`src/rtl/diffeq_pkg.sv`:
```
// rtl/diffeq_pkg.sv - shared state enum, load addresses and saturating helpers for the diffeq solver
package diffeq_pkg;

    typedef enum logic [2:0] {IDLE, S_UDX, S_XU, S_YDX, S_UPD, DONE} state_t;

    localparam logic [2:0] ADDR_X  = 3'd0;
    localparam logic [2:0] ADDR_DX = 3'd1;
    localparam logic [2:0] ADDR_A  = 3'd2;
    localparam logic [2:0] ADDR_U  = 3'd3;
    localparam logic [2:0] ADDR_Y  = 3'd4;

    // Helpers work on 64-bit sign-extended values and clip to a w-bit range (w <= 32).
    function automatic logic signed [63:0] sat_clip(input logic signed [63:0] v, input int w);
        logic signed [63:0] hi;
        logic signed [63:0] lo;
        hi = (64'sd1 <<< (w - 1)) - 64'sd1;
        lo = -hi - 64'sd1;
        if (v > hi)      return hi;
        else if (v < lo) return lo;
        else             return v;
    endfunction

    function automatic logic signed [63:0] sat_add(input logic signed [63:0] a, input logic signed [63:0] b, input int w);
        return sat_clip(a + b, w);
    endfunction

    function automatic logic signed [63:0] sat_sub(input logic signed [63:0] a, input logic signed [63:0] b, input int w);
        return sat_clip(a - b, w);
    endfunction

    function automatic logic signed [63:0] sat_mul(input logic signed [63:0] a, input logic signed [63:0] b, input int w);
        return sat_clip(a * b, w);
    endfunction

endpackage

```
`src/rtl/diffeq_arith.sv`:
```
// rtl/diffeq_arith.sv - shared multiplier and update datapath; saturating when DIFFEQ_SAT_EN is defined
module diffeq_arith
    import diffeq_pkg::*;
#(
    parameter int DW = 16
) (
    input  state_t               i_state,
    input  logic signed [DW-1:0] i_x,
    input  logic signed [DW-1:0] i_dx,
    input  logic signed [DW-1:0] i_u,
    input  logic signed [DW-1:0] i_y,
    input  logic signed [DW-1:0] i_p,
    input  logic signed [DW-1:0] i_q,
    input  logic signed [DW-1:0] i_r,
    output logic signed [DW-1:0] o_prod,
    output logic signed [DW-1:0] o_x_new,
    output logic signed [DW-1:0] o_y_new,
    output logic signed [DW-1:0] o_u_new
);

    logic signed [DW-1:0] w_tri_in;
    logic signed [DW-1:0] w_tri;
    logic signed [DW-1:0] w_mul_a;
    logic signed [DW-1:0] w_mul_b;

    // One tripler and one multiplier serve all three product states.
    assign w_tri_in = (i_state == S_XU) ? i_x : i_y;
    assign w_mul_a  = (i_state == S_UDX) ? i_u : w_tri;
    assign w_mul_b  = (i_state == S_XU) ? i_p : i_dx;

`ifdef DIFFEQ_SAT_EN
    logic signed [DW-1:0] w_uq;
    assign w_tri   = DW'(sat_add(64'(w_tri_in) <<< 1, 64'(w_tri_in), DW));
    assign o_prod  = DW'(sat_mul(64'(w_mul_a), 64'(w_mul_b), DW));
    assign w_uq    = DW'(sat_sub(64'(i_u), 64'(i_q), DW));
    assign o_u_new = DW'(sat_sub(64'(w_uq), 64'(i_r), DW));
    assign o_y_new = DW'(sat_add(64'(i_y), 64'(i_p), DW));
    assign o_x_new = DW'(sat_add(64'(i_x), 64'(i_dx), DW));
`else
    assign w_tri   = (w_tri_in <<< 1) + w_tri_in;
    assign o_prod  = w_mul_a * w_mul_b;
    assign o_u_new = i_u - i_q - i_r;
    assign o_y_new = i_y + i_p;
    assign o_x_new = i_x + i_dx;
`endif

endmodule

```
`src/rtl/diffeq_solver_param.sv`:
```
// rtl/diffeq_solver_param.sv - iterative Euler solver for y''+3xy'+3y=0; DIFFEQ_SAT_EN selects saturating math
module diffeq_solver_param
    import diffeq_pkg::*;
#(
    parameter int DW       = 16,
    parameter int MAX_ITER = 255,
    parameter int IW       = $clog2(MAX_ITER + 1)
) (
    input  logic          clk,
    input  logic          reset,
    input  logic          ld_en,
    input  logic [2:0]    ld_addr,
    input  logic [DW-1:0] in,
    input  logic          start,
    output logic          busy,
    output logic          valid,
    output logic          err,
    output logic [DW-1:0] out_y,
    output logic [DW-1:0] out_u,
    output logic [IW-1:0] iter_cnt
);

    state_t               r_state;
    logic signed [DW-1:0] r_x, r_dx, r_a, r_u, r_y;
    logic signed [DW-1:0] r_p, r_q, r_r;
    logic        [DW-1:0] r_out_y, r_out_u;
    logic        [IW-1:0] r_cnt;
    logic                 r_busy, r_valid, r_err;

    logic signed [DW-1:0] w_prod, w_x_new, w_y_new, w_u_new;
    logic        [IW-1:0] w_cnt_next;

    assign w_cnt_next = r_cnt + 1'b1;

    diffeq_arith #(.DW(DW)) u_arith (
        .i_state (r_state),
        .i_x     (r_x),
        .i_dx    (r_dx),
        .i_u     (r_u),
        .i_y     (r_y),
        .i_p     (r_p),
        .i_q     (r_q),
        .i_r     (r_r),
        .o_prod  (w_prod),
        .o_x_new (w_x_new),
        .o_y_new (w_y_new),
        .o_u_new (w_u_new)
    );

    always_ff @(posedge clk or posedge reset) begin
        if (reset) begin
            r_state <= IDLE;
            r_x <= '0; r_dx <= '0; r_a <= '0; r_u <= '0; r_y <= '0;
            r_p <= '0; r_q <= '0; r_r <= '0;
            r_out_y <= '0; r_out_u <= '0; r_cnt <= '0;
            r_busy <= 1'b0; r_valid <= 1'b0; r_err <= 1'b0;
        end else begin
            case (r_state)
                IDLE, DONE: begin
                    // DONE with busy set is the one-cycle zero-iteration completion.
                    if (r_state == DONE && r_busy) begin
                        r_out_y <= r_y;
                        r_out_u <= r_u;
                        r_busy  <= 1'b0;
                        r_valid <= 1'b1;
                        r_err   <= 1'b0;
                    end else if (ld_en) begin
                        case (ld_addr)
                            ADDR_X:  r_x  <= in;
                            ADDR_DX: r_dx <= in;
                            ADDR_A:  r_a  <= in;
                            ADDR_U:  r_u  <= in;
                            ADDR_Y:  r_y  <= in;
                            default: ;
                        endcase
                        r_state <= IDLE;
                        r_valid <= 1'b0;
                        r_err   <= 1'b0;
                    end else if (start) begin
                        r_cnt   <= '0;
                        r_busy  <= 1'b1;
                        r_valid <= 1'b0;
                        r_err   <= 1'b0;
                        r_state <= (r_x >= r_a) ? DONE : S_UDX;
                    end
                end
                S_UDX: begin
                    r_p     <= w_prod;
                    r_state <= S_XU;
                end
                S_XU: begin
                    r_q     <= w_prod;
                    r_state <= S_YDX;
                end
                S_YDX: begin
                    r_r     <= w_prod;
                    r_state <= S_UPD;
                end
                S_UPD: begin
                    r_u   <= w_u_new;
                    r_y   <= w_y_new;
                    r_x   <= w_x_new;
                    r_cnt <= w_cnt_next;
                    if (w_x_new < r_a && w_cnt_next < IW'(MAX_ITER)) begin
                        r_state <= S_UDX;
                    end else begin
                        r_state <= DONE;
                        r_out_y <= w_y_new;
                        r_out_u <= w_u_new;
                        r_busy  <= 1'b0;
                        r_valid <= 1'b1;
                        r_err   <= (w_x_new < r_a);
                    end
                end
                default: r_state <= IDLE;
            endcase
        end
    end

    assign busy     = r_busy;
    assign valid    = r_valid;
    assign err      = r_err;
    assign out_y    = r_out_y;
    assign out_u    = r_out_u;
    assign iter_cnt = r_cnt;

endmodule

```
`config.mk`:
```
export PLATFORM = sky130hd
export DESIGN_NAME = diffeq_solver_param
export DESIGN_NICKNAME = d
export VERILOG_FILES = /design/src/rtl/diffeq_pkg.sv /design/src/rtl/diffeq_arith.sv /design/src/rtl/diffeq_solver_param.sv
export SDC_FILE = /design/constraint.sdc
export NUM_CORES = 1
export LEC_CHECK = 0
export BUFFER_PORTS_ARGS = -buffer_cell sky130_fd_sc_hd__buf_2
export CORE_MARGIN = 10
export CORE_UTILIZATION = 55
export CTS_CLUSTER_SIZE = 12
export DETAILED_ROUTE_END_ITERATION = 10
export HOLD_SLACK_MARGIN = 0.12
export PLACE_DENSITY_LB_ADDON = 0.12
export SKIP_CTS_REPAIR_TIMING = 1
export SYNTH_ARGS = -nofsm -noshare
export SYNTH_HDL_FRONTEND = slang
export SYNTH_SLANG_ARGS = --single-unit
```
`constraint.sdc`:
```
create_clock -name clk -period 24.6 [get_ports clk]
set_input_delay 3.69 -clock clk [delete_from_list [all_inputs] [get_ports clk]]
set_output_delay 3.69 -clock clk [all_outputs]
set_load 0.02 [all_outputs]
```
==> results.json <==
{
  "status": "finished, final reports clean",
  "synth_area_leaders": "dfrtp_1 28%, fa_1 13%, ha_1 13%",
  "viasPerCell": 5.74,
  "final_nets": 2094,
  "drc": 0,
  "place_hpwl_mm": 34.2,
  "synthArstFlopShare_pct": 100,
  "post_synth_num_cell_types": 62,
  "crit_path_end_kind": "flip-flop",
  "maxSlewViolCount": 0,
  "cts_tree": "done",
  "synth-seq-cells": 174,
  "setup_viol": 0,
  "min_path_type": "flip-flop to flip-flop",
  "worstMarginPinSlew_ns": 1.18,
  "fmax_mhz": 104,
  "holdPathEnd": "out_y[0]",
  "period_share_pct": 39.0,
  "start_kind": "flip-flop",
  "yosys.area.top_type": "dfrtp_1",
  "syn-mean-instance-area_um2": 8.65,
  "cts_buffers": 17,
  "grt_remaining_overflow": 0,
  "num_vias": 12700,
  "insertion_delay_ns": 0.45,
  "grt_max_degree": 98,
  "firstDrtPassIters": 5,
  "rsz0062_at_grt": "no",
  "syn-num-nets": 2055,
  "first_global_vias": 12700,
  "synth_top_area_share_pct": 28.3,
  "worstPathRequired_ns": 24.97,
  "synth_edf_count": 0,
  "timing.rr.start": "r_state[1]",
  "synth_warnings": 0,
  "cp_slowest_cell": "dfrtp_1",
  "diodes": 0,
  "ios": 66,
  "area_growth_pct": 8.45,
  "hp-start": "out_y[0]",
  "die_y_um": 187,
  "coreArea_um2": 27700,
  "grt_pass1_wl_mm": 71.0,
  "synth_area_um2": 15400,
  "drt_wl_total_mm": 44.2,
  "cap_violations": 0,
  "grt_antenna_before_repair": 0,
  "hold-worst-slack_ns": 0.477,
  "n_fill_cell": 2411,
  "antenna_left": 0,
  "yosys_most_used_dff": "dfrtp_1",
  "root_buffer": "clkbuf_16",
  "wl_per_cell_um": 20.0,
  "grt_usage_pct": 25.6,
  "reg2reg_depth": 34,
  "crit_type": "flip-flop to flip-flop",
  "rows": 61,
  "dieArea_um2": 35100,
  "cts_buffer_depth": 2,
  "yosysSeqAreaShare_pct": 28.3,
  "gp_congestion": 0.954,
  "cts.htree.levels": 4,
  "rrSetupSlack_ns": 15.01,
  "fin_skew_ns": 0.0173,
  "slew_headroom_pct": 20.7,
  "path_common_cell": "xnor2_1",
  "cts.sinks": 174,
  "die-width_um": 187,
  "cts.clk_slew.worst_paths_ns": 0.07,
  "initial_core_util_pct": 55.6,
  "hold_viol_final": 0,
  "min_period_ns": 9.59,
  "critPathMaxStageDelay_ns": 0.70,
  "synth_cells": 1780,
  "io_buffers": 65,
  "r2r_end": "r_q[15]",
  "tns_ns": 0,
  "arrival_ns": 9.97,
  "drive_gt1_share_pct": 9.56,
  "hold_path_depth": 2,
  "drtIter0Drc": 1162,
  "cp_max_fo": 61
}
-- per-stage QoR --
stage          cell area, um2  setup slack (ns)  utilization (%)  instances
2_1_floorplan           15400             15.40                -       1780
3_3_place_gp            16100             15.24             58.1       2178
3_5_place_dp            16100             15.06             58.1       2178
4_1_cts                 16700             15.01             60.3       2209
5_1_grt                 16700             14.45             60.3       2209
6_report                16700             15.01             60.3       2209
-- area by class of cell --
cell class                      count  area (um2)  share of cell area (%)
Inverter                          223         842                    5.04
Sequential cell                   174        4350                    26.1
Clock inverter                     10         126                   0.757
Timing Repair Buffer               81         445                    2.67
Tap cell                          378         473                    2.83
Multi-Input combinational cell   1322        9980                    59.8
Clock buffer                       21         470                    2.82
-- placed cells by master (no fill, tap or decap), types with 26 or more instances in the layout --
master,count
a21oi_1,86
a31oi_1,36
buf_2,65
dfrtp_1,174
fa_1,97
ha_1,155
inv_1,222
mux2_2,40
nand2_1,265
nor2_1,170
nor2b_1,26
o21ai_0,106
xnor2_1,51
xor2_1,27
-- registers in the layout (all words and copies together) (netlist names), 3 cells and up --
register,count
iter_cnt,8
out_u,16
out_y,16
r_a,16
r_dx,16
r_p,16
r_q,16
r_r,16
r_state,3
r_u,16
r_x,16
r_y,16
-- how the worst max path moves through the flow --
stage	depth (start not counted)	end	slack, ns	start
after CTS	34	r_q[15]	15.01	r_state[1]
after global routing	34	r_p[15]	14.45	r_state[1]
final	34	r_q[15]	15.01	r_state[1]
after detailed placement	34	r_q[15]	15.06	r_state[1]
after floorplan	39	r_p[15]	15.40	r_state[2]
after global placement	34	r_r[15]	15.24	r_state[1]
-- worst max-delay path: cells and delay by family, from the launching register on --
kind,cells,cell delay [ns]
compound gates,6,1.16
xor+xnor,11,2.32
fa+ha+maj,8,3.60
buf+inv,4,0.52
flops,1,0.70
mux,1,0.12
simple gates,4,1.03
-- cells by family (layout without fill, tap and decap cells) --
group | count (synthesis) | count (layout) | synth area share, %
flops | 174 | 174 | 28.3
simple gates | 572 | 572 | 16.0
compound gates | 353 | 353 | 14.0
buf+inv | 284 | 335 | 7.02
mux | 62 | 62 | 4.41
xor+xnor | 83 | 83 | 5.09
fa+ha+maj | 252 | 252 | 25.2
-- per-layer routing --
| layer | global-route usage, % | wire, um | up-vias |
|---|---|---|---|
| met5 | 0 | 0 | - |
| met4 | 7.32 | 977 | 0 |
| met3 | 4.05 | 3180 | 46 |
| met2 | 39.9 | 19900 | 431 |
| met1 | 35.9 | 20100 | 6246 |
| li1 | - | - | 5957 |
-- synth_stat cells, drive strengths merged (9+ instances only) --
cell,number
fa,97
or2,9
xor2,27
o22a,12
a31oi,36
o21bai,16
a21o,23
inv,223
o21ai,113
ha,155
nand2b,22
nor3,26
a21oi,88
clkbuf,54
dfrtp,174
mux2i,22
nand2,265
xnor2,53
nor2b,26
mux2,40
nand3,14
nor2,171
nand3b,9
o21a,14
Power is not shown: default switching activity piles up to over one toggle a cycle in this logic, so the estimate is an artifact.
